File: config.mk
export PLATFORM = sky130hd
export DESIGN_NAME = alphabet_tap_sequencer
export DESIGN_NICKNAME = d
export VERILOG_FILES = /design/src/rtl/alphabet_tap_sequencer.sv
export SDC_FILE = /design/constraint.sdc
export NUM_CORES = 1
export LEC_CHECK = 0
export ABC_AREA = 0
export CELL_PAD_IN_SITES_DETAIL_PLACEMENT = 1
export CELL_PAD_IN_SITES_GLOBAL_PLACEMENT = 1
export CORE_ASPECT_RATIO = 0.5
export CORE_MARGIN = 2
export CORE_UTILIZATION = 35
export DETAILED_ROUTE_END_ITERATION = 12
export GPL_TIMING_DRIVEN = 0
export PLACE_DENSITY = 0.75
export SETUP_SLACK_MARGIN = 0.15
export SLEW_MARGIN = 40
export SYNTH_ARGS = -nofsm -noshare
export SYNTH_HDL_FRONTEND = slang
export SYNTH_SLANG_ARGS = --single-unit
File: constraint.sdc
create_clock -name clk -period 3.08 [get_ports clk]
set_clock_uncertainty 0.2 [all_clocks]
set_input_delay 0.308 -clock clk [delete_from_list [all_inputs] [get_ports clk]]
set_output_delay 0.308 -clock clk [all_outputs]
set_load 0.05 [all_outputs]
File: src/rtl/alphabet_tap_sequencer.sv
// alphabet_tap_sequencer
// Replays a 5-bit letter code (1=a .. 26=z) as multi-tap keypad activity:
// the key is loaded on accept, press pulses once per tap with timed gaps,
// then commit pulses with {key, tap} equal to the pair that encodes back
// to the accepted letter. Illegal codes are accepted and flagged with err.
// Optional feature: define ALPHA_TAP_LETTER_COUNT_EN to add an 8-bit
// letter_cnt output that counts committed letters (wraps 255 -> 0).
module alphabet_tap_sequencer #(
  parameter int PRESS_CYCLES = 2,
  parameter int GAP_CYCLES   = 2,
  parameter int HOLD_CYCLES  = 3
) (
  input  logic       clk,
  input  logic       rst,
  input  logic       in_valid,
  output logic       in_ready,
  input  logic [4:0] alphabet,
  output logic [3:0] key,
  output logic [1:0] tap,
  output logic       press,
  output logic       commit,
  output logic       err
`ifdef ALPHA_TAP_LETTER_COUNT_EN
  ,
  output logic [7:0] letter_cnt
`endif
);

  // Timer counts down from (duration - 1), so it only needs to reach the
  // largest duration minus one; it is never allowed to wrap.
  localparam int MAX_CYCLES_A = (PRESS_CYCLES > GAP_CYCLES) ? PRESS_CYCLES : GAP_CYCLES;
  localparam int MAX_CYCLES   = (MAX_CYCLES_A > HOLD_CYCLES) ? MAX_CYCLES_A : HOLD_CYCLES;
  localparam int TW           = (MAX_CYCLES > 1) ? $clog2(MAX_CYCLES) : 1;

  localparam logic [TW-1:0] T_ZERO  = TW'(0);
  localparam logic [TW-1:0] T_ONE   = TW'(1);
  localparam logic [TW-1:0] T_PRESS = TW'(PRESS_CYCLES - 1);
  localparam logic [TW-1:0] T_GAP   = TW'(GAP_CYCLES - 1);
  localparam logic [TW-1:0] T_HOLD  = TW'(HOLD_CYCLES - 1);

  typedef enum logic [2:0] {
    S_IDLE  = 3'd0,
    S_PRESS = 3'd1,
    S_GAP   = 3'd2,
    S_HOLD  = 3'd3,
    S_DONE  = 3'd4,
    S_ERR   = 3'd5
  } state_t;

  // Letter code -> {legal, key[3:0], last tap index[1:0]}.
  function automatic logic [6:0] decode_letter(input logic [4:0] code);
    logic [6:0] res;
    case (code)
      5'd1:    res = {1'b1, 4'd2, 2'd0};
      5'd2:    res = {1'b1, 4'd2, 2'd1};
      5'd3:    res = {1'b1, 4'd2, 2'd2};
      5'd4:    res = {1'b1, 4'd3, 2'd0};
      5'd5:    res = {1'b1, 4'd3, 2'd1};
      5'd6:    res = {1'b1, 4'd3, 2'd2};
      5'd7:    res = {1'b1, 4'd4, 2'd0};
      5'd8:    res = {1'b1, 4'd4, 2'd1};
      5'd9:    res = {1'b1, 4'd4, 2'd2};
      5'd10:   res = {1'b1, 4'd5, 2'd0};
      5'd11:   res = {1'b1, 4'd5, 2'd1};
      5'd12:   res = {1'b1, 4'd5, 2'd2};
      5'd13:   res = {1'b1, 4'd6, 2'd0};
      5'd14:   res = {1'b1, 4'd6, 2'd1};
      5'd15:   res = {1'b1, 4'd6, 2'd2};
      5'd16:   res = {1'b1, 4'd7, 2'd0};
      5'd17:   res = {1'b1, 4'd7, 2'd1};
      5'd18:   res = {1'b1, 4'd7, 2'd2};
      5'd19:   res = {1'b1, 4'd7, 2'd3};
      5'd20:   res = {1'b1, 4'd8, 2'd0};
      5'd21:   res = {1'b1, 4'd8, 2'd1};
      5'd22:   res = {1'b1, 4'd8, 2'd2};
      5'd23:   res = {1'b1, 4'd9, 2'd0};
      5'd24:   res = {1'b1, 4'd9, 2'd1};
      5'd25:   res = {1'b1, 4'd9, 2'd2};
      5'd26:   res = {1'b1, 4'd9, 2'd3};
      default: res = 7'd0;
    endcase
    return res;
  endfunction

  state_t        state_r;
  logic [TW-1:0] timer_r;
  logic [1:0]    tgt_r;
  logic [3:0]    key_r;
  logic [1:0]    tap_r;
  logic          press_r;
  logic          commit_r;
  logic          err_r;
  logic          in_ready_r;
  logic [7:0]    letter_cnt_r;

  logic [6:0]    decode_s;
  logic          legal_s;
  logic [3:0]    key_s;
  logic [1:0]    tgt_s;

  // Combinational decode of the offered letter code.
  always_comb begin
    decode_s = decode_letter(alphabet);
    legal_s  = decode_s[6];
    key_s    = decode_s[5:2];
    tgt_s    = decode_s[1:0];
  end

  // Sequencer FSM: timers, tap counter and all registered outputs.
  always_ff @(posedge clk) begin
    if (rst) begin
      state_r      <= S_IDLE;
      timer_r      <= T_ZERO;
      tgt_r        <= 2'd0;
      key_r        <= 4'd0;
      tap_r        <= 2'd0;
      press_r      <= 1'b0;
      commit_r     <= 1'b0;
      err_r        <= 1'b0;
      in_ready_r   <= 1'b1;
      letter_cnt_r <= 8'd0;
    end else begin
      case (state_r)
        S_IDLE: begin
          if (in_valid) begin
            in_ready_r <= 1'b0;
            if (legal_s) begin
              key_r   <= key_s;
              tgt_r   <= tgt_s;
              tap_r   <= 2'd0;
              press_r <= 1'b1;
              timer_r <= T_PRESS;
              state_r <= S_PRESS;
            end else begin
              err_r   <= 1'b1;
              state_r <= S_ERR;
            end
          end else begin
            in_ready_r <= 1'b1;
          end
        end
        S_PRESS: begin
          if (timer_r == T_ZERO) begin
            press_r <= 1'b0;
            timer_r <= T_GAP;
            state_r <= S_GAP;
          end else begin
            timer_r <= timer_r - T_ONE;
          end
        end
        S_GAP: begin
          if (timer_r == T_ZERO) begin
            if (tap_r != tgt_r) begin
              tap_r   <= tap_r + 2'd1;
              press_r <= 1'b1;
              timer_r <= T_PRESS;
              state_r <= S_PRESS;
            end else begin
              timer_r <= T_HOLD;
              state_r <= S_HOLD;
            end
          end else begin
            timer_r <= timer_r - T_ONE;
          end
        end
        S_HOLD: begin
          if (timer_r == T_ZERO) begin
            commit_r <= 1'b1;
            state_r  <= S_DONE;
          end else begin
            timer_r <= timer_r - T_ONE;
          end
        end
        S_DONE: begin
          commit_r     <= 1'b0;
          in_ready_r   <= 1'b1;
          letter_cnt_r <= letter_cnt_r + 8'd1;
          state_r      <= S_IDLE;
        end
        S_ERR: begin
          err_r      <= 1'b0;
          in_ready_r <= 1'b1;
          state_r    <= S_IDLE;
        end
        default: begin
          // Unreachable encoding: fall back to a quiet idle state.
          state_r    <= S_IDLE;
          timer_r    <= T_ZERO;
          press_r    <= 1'b0;
          commit_r   <= 1'b0;
          err_r      <= 1'b0;
          in_ready_r <= 1'b1;
        end
      endcase
    end
  end

  assign in_ready = in_ready_r;
  assign key      = key_r;
  assign tap      = tap_r;
  assign press    = press_r;
  assign commit   = commit_r;
  assign err      = err_r;

`ifdef ALPHA_TAP_LETTER_COUNT_EN
  assign letter_cnt = letter_cnt_r;
`else
  logic unused_cnt_s;
  assign unused_cnt_s = ^letter_cnt_r;
`endif

endmodule

==> impl_metrics.toml <==
[timing]
maxSlewHeadroom_pct = 61.6
rsz0062_at_grt = "no"
final-hold-violation-count = 0
setup_ws_ps = 794
final.min_clock_period_ps = 2290
final_max_slew_viol_count = 0
timing.final.setup_violations = 0
fin_crit_sh_pct = 74.2
worstMarginPinSlew_ps = 577
max_freq_ghz = 0.437
tns_ps = 0

[power]
p_leak_nw = 0.562
power_density_nw_per_um2 = 503
ir_drop_mv = 0.128

[clock_network]
clk_path_buf_depth = 2
post_cts_hold_buffer_count = 0
path_clk_slew_ps = 70
cts_tree = "yes"
clkLatencyLatePin_ps = 250
htreeDepth = 1
cts_root_buffer = "clkbuf_8"
cts_post_setup_buffers_inserted = 0
post_cts_resize_count = 0
cts.sink_count = 17
cts_buffers = 3

[synthesis]
yosys.cell_types.count = 56
synth_enable_flop_cells = 0
synth_seq_area_share_pct = 26.4
synth_top_area_share_pct = 26.4
synth-async-reset-ratio_pct = 0
postSynthCellCount = 158
ys_top_cells_by_count = "nor2_1, dfxtp_1, inv_1, o21ai_0"
yosys_most_used_dff = "dfxtp_1"
synth_area_leaders = "dfxtp_1, ha_1, nor2_1, o21ai_0, a21oi_1"
postSynthRegisterBits = 17
synth.most_common_cell = "nor2_1"
synth_area_sq_um = 1290
postSynthAreaPerCell_sq_um = 8.17
synth_warnings = 0
yosysTopAreaCell = "dfxtp_1"
synthesis.nets = 173

[critical_path]
worst_ep_required_time_ps = 3010
worstRegToRegCells = 7
worstPathBufferInverterCount = 2
worst_path_max_delay_cell = "or4b_4"
reg2reg_to = "tap[0]"
critical_path_arrival_ps = 2210
timing.rr.start = "timer_r[0]"
path_cells = "clkdlybuf4s50_1, inv_1, ha_1, or4b_4, a31oi_1, o31a_1, o31ai_1"
worstSetupStartpointType = "input port"
worst_path_dominant_cell_family = "buffers and inverters"
path_class = "in2reg"
worst_setup_path_end_kind = "flop"
rrSetupSlack_ps = 1150
critical_path.max_fanout = 4
cpPeakStageDelay_ps = 520

[detailed_routing]
drc_errors = 0
post_drt_wl_per_cell_um = 15.0
drt.antenna.violating_nets = 0
drc_marker_count_from_the_first_detailed_route_iteration = 49
vias = 1218
drt_first_pass_iters = 4
routed_wl_um = 3400
route.detailed.vias_per_inst = 5.37

[die]
ios = 18
fp.coreArea_sq_um = 3490
die_width_um = 89.9
floorplan.initialDensity_pct = 37.0
placementRows = 15
die-height_um = 47.0
dieArea_sq_um = 4220

[finish]
finalCoreUtilization_pct = 44.1
design.final.nets = 192
layout-drive-gt1-share_pct = 11.9
fin_area_sq_um = 1540
areaGrowthSynthToFinish_pct = 19.3
antennaDiodeCount = 0

[place]
place_area_sq_um = 1500
placement.io_buffers = 14
dp_worst_setup_slack_ps = 532
placer_s_final_routability_congestion_estimate = 0.833
dp_hpwl_um = 2570

[global_routing]
maximum_number_of_pins_on_one_net_before_global_route_repair = 11
grt_antenna_before_repair = 0
number_of_global_route_vias_before_repair = 1135
groute.usage.overall_pct = 16.4
wire_length_of_the_first_global_routing_pass_um = 5470
grt_overflow_total = 0

[min_path]
hold_start = "err"
hold_end = "err"
hold_path_class = "reg2reg"
cells_on_worst_hold_path = 2

[flow_run]
cap_violations = 0

[outcome]
status = "complete, no violations"
metal layers:
layer | routed length (um) | share of wire, % | vias up | global-route usage [%]
met5 | 0 | 0 | - | 0
met4 | 27 | 0.79 | 0 | 4.31
met3 | 61 | 1.8 | 2 | 2.57
met2 | 1620 | 48 | 13 | 30.5
met1 | 1690 | 50 | 593 | 21.1
li1 | - | - | 610 | -
registers in the layout, summed over array words and instances, names as in the netlist:
signal,cells
key,4
state_r,3
tap,2
tgt_r,2
timer_r,2
commit,1
err,1
in_ready,1
press,1
per-stage QoR:
step / total power [W] / instances / hold slack, ps
after floorplan: 0.000518 / 158 / 250
after global placement: 0.000598 / 223 / 242
after detailed placement: 0.000606 / 223 / 256
after CTS: 0.000783 / 227 / 264
after global routing: 0.000821 / 227 / 290
final: 0.000775 / 227 / 259
cell usage in the layout, fill, tap and decap left out, types with 3 or more instances in the layout:
cell / netlist / final
a211oi_1: 3 / 3
a21oi_1: 8 / 8
a31oi_1: 3 / 3
buf_2: 5 / 5
clkbuf_1: 7 / 8
clkbuf_8: 0 / 3
clkdlybuf4s50_1: 0 / 14
dfxtp_1: 17 / 17
ha_1: 7 / 7
inv_1: 10 / 10
nand2_1: 8 / 8
nand3b_1: 4 / 4
nor2_1: 18 / 18
o211ai_1: 4 / 4
o21ai_0: 10 / 10
worst register-to-register path, cell delays in order (launching register included):
cell and delay, ps:
dfxtp_1 330, inv_1 80, ha_1 140, buf_2 200, nand2_1 100, a2111o_1 470
or2_0 230, a21oi_1 120
layout make-up:
cell class / count / area (sq um)
inverters: 11 / 41.3
plain buffers: 14 / 73.8
flip-flops and latches: 17 / 340
multi-input cells: 116 / 836
clock buffers: 4 / 45.0
repair buffers: 14 / 140
fillers: 442 / 1950
well taps: 51 / 63.8
kinds of logic (layout without fill, tap and decap cells):
group                      count (synthesis)  in the layout  share of synthesized area [%]
AOI/OAI and AO/OA                         53             53                           29.9
and+or+nand+nor                           51             51                           23.4
buffers and inverters                     25             43                           8.91
DFF                                       17             17                           26.4
adders and majority gates                  7              7                           6.78
muxes                                      3              3                           3.29
xor gates and xnor gates                   2              2                           1.36
worst max-delay path by stage:
stage	slack, ps	to	start	depth (start not counted)
final	790	timer_r[1]	alphabet[0]	7
after global routing	700	timer_r[1]	alphabet[1]	7
after CTS	810	key[1]	alphabet[0]	8
after detailed placement	530	key[1]	alphabet[1]	8
after global placement	600	timer_r[1]	alphabet[1]	7
after floorplan	1150	tap[0]	tap[0]	4
power by group:
part           total [W]  switching, W  internal [W]
Combinational   0.000336      0.000204      0.000133
Sequential      0.000267     0.0000201      0.000247
Clock           0.000171     0.0000793     0.0000918
Total           0.000775      0.000303      0.000472
Note: power is estimated with default switching activity, not from simulation.
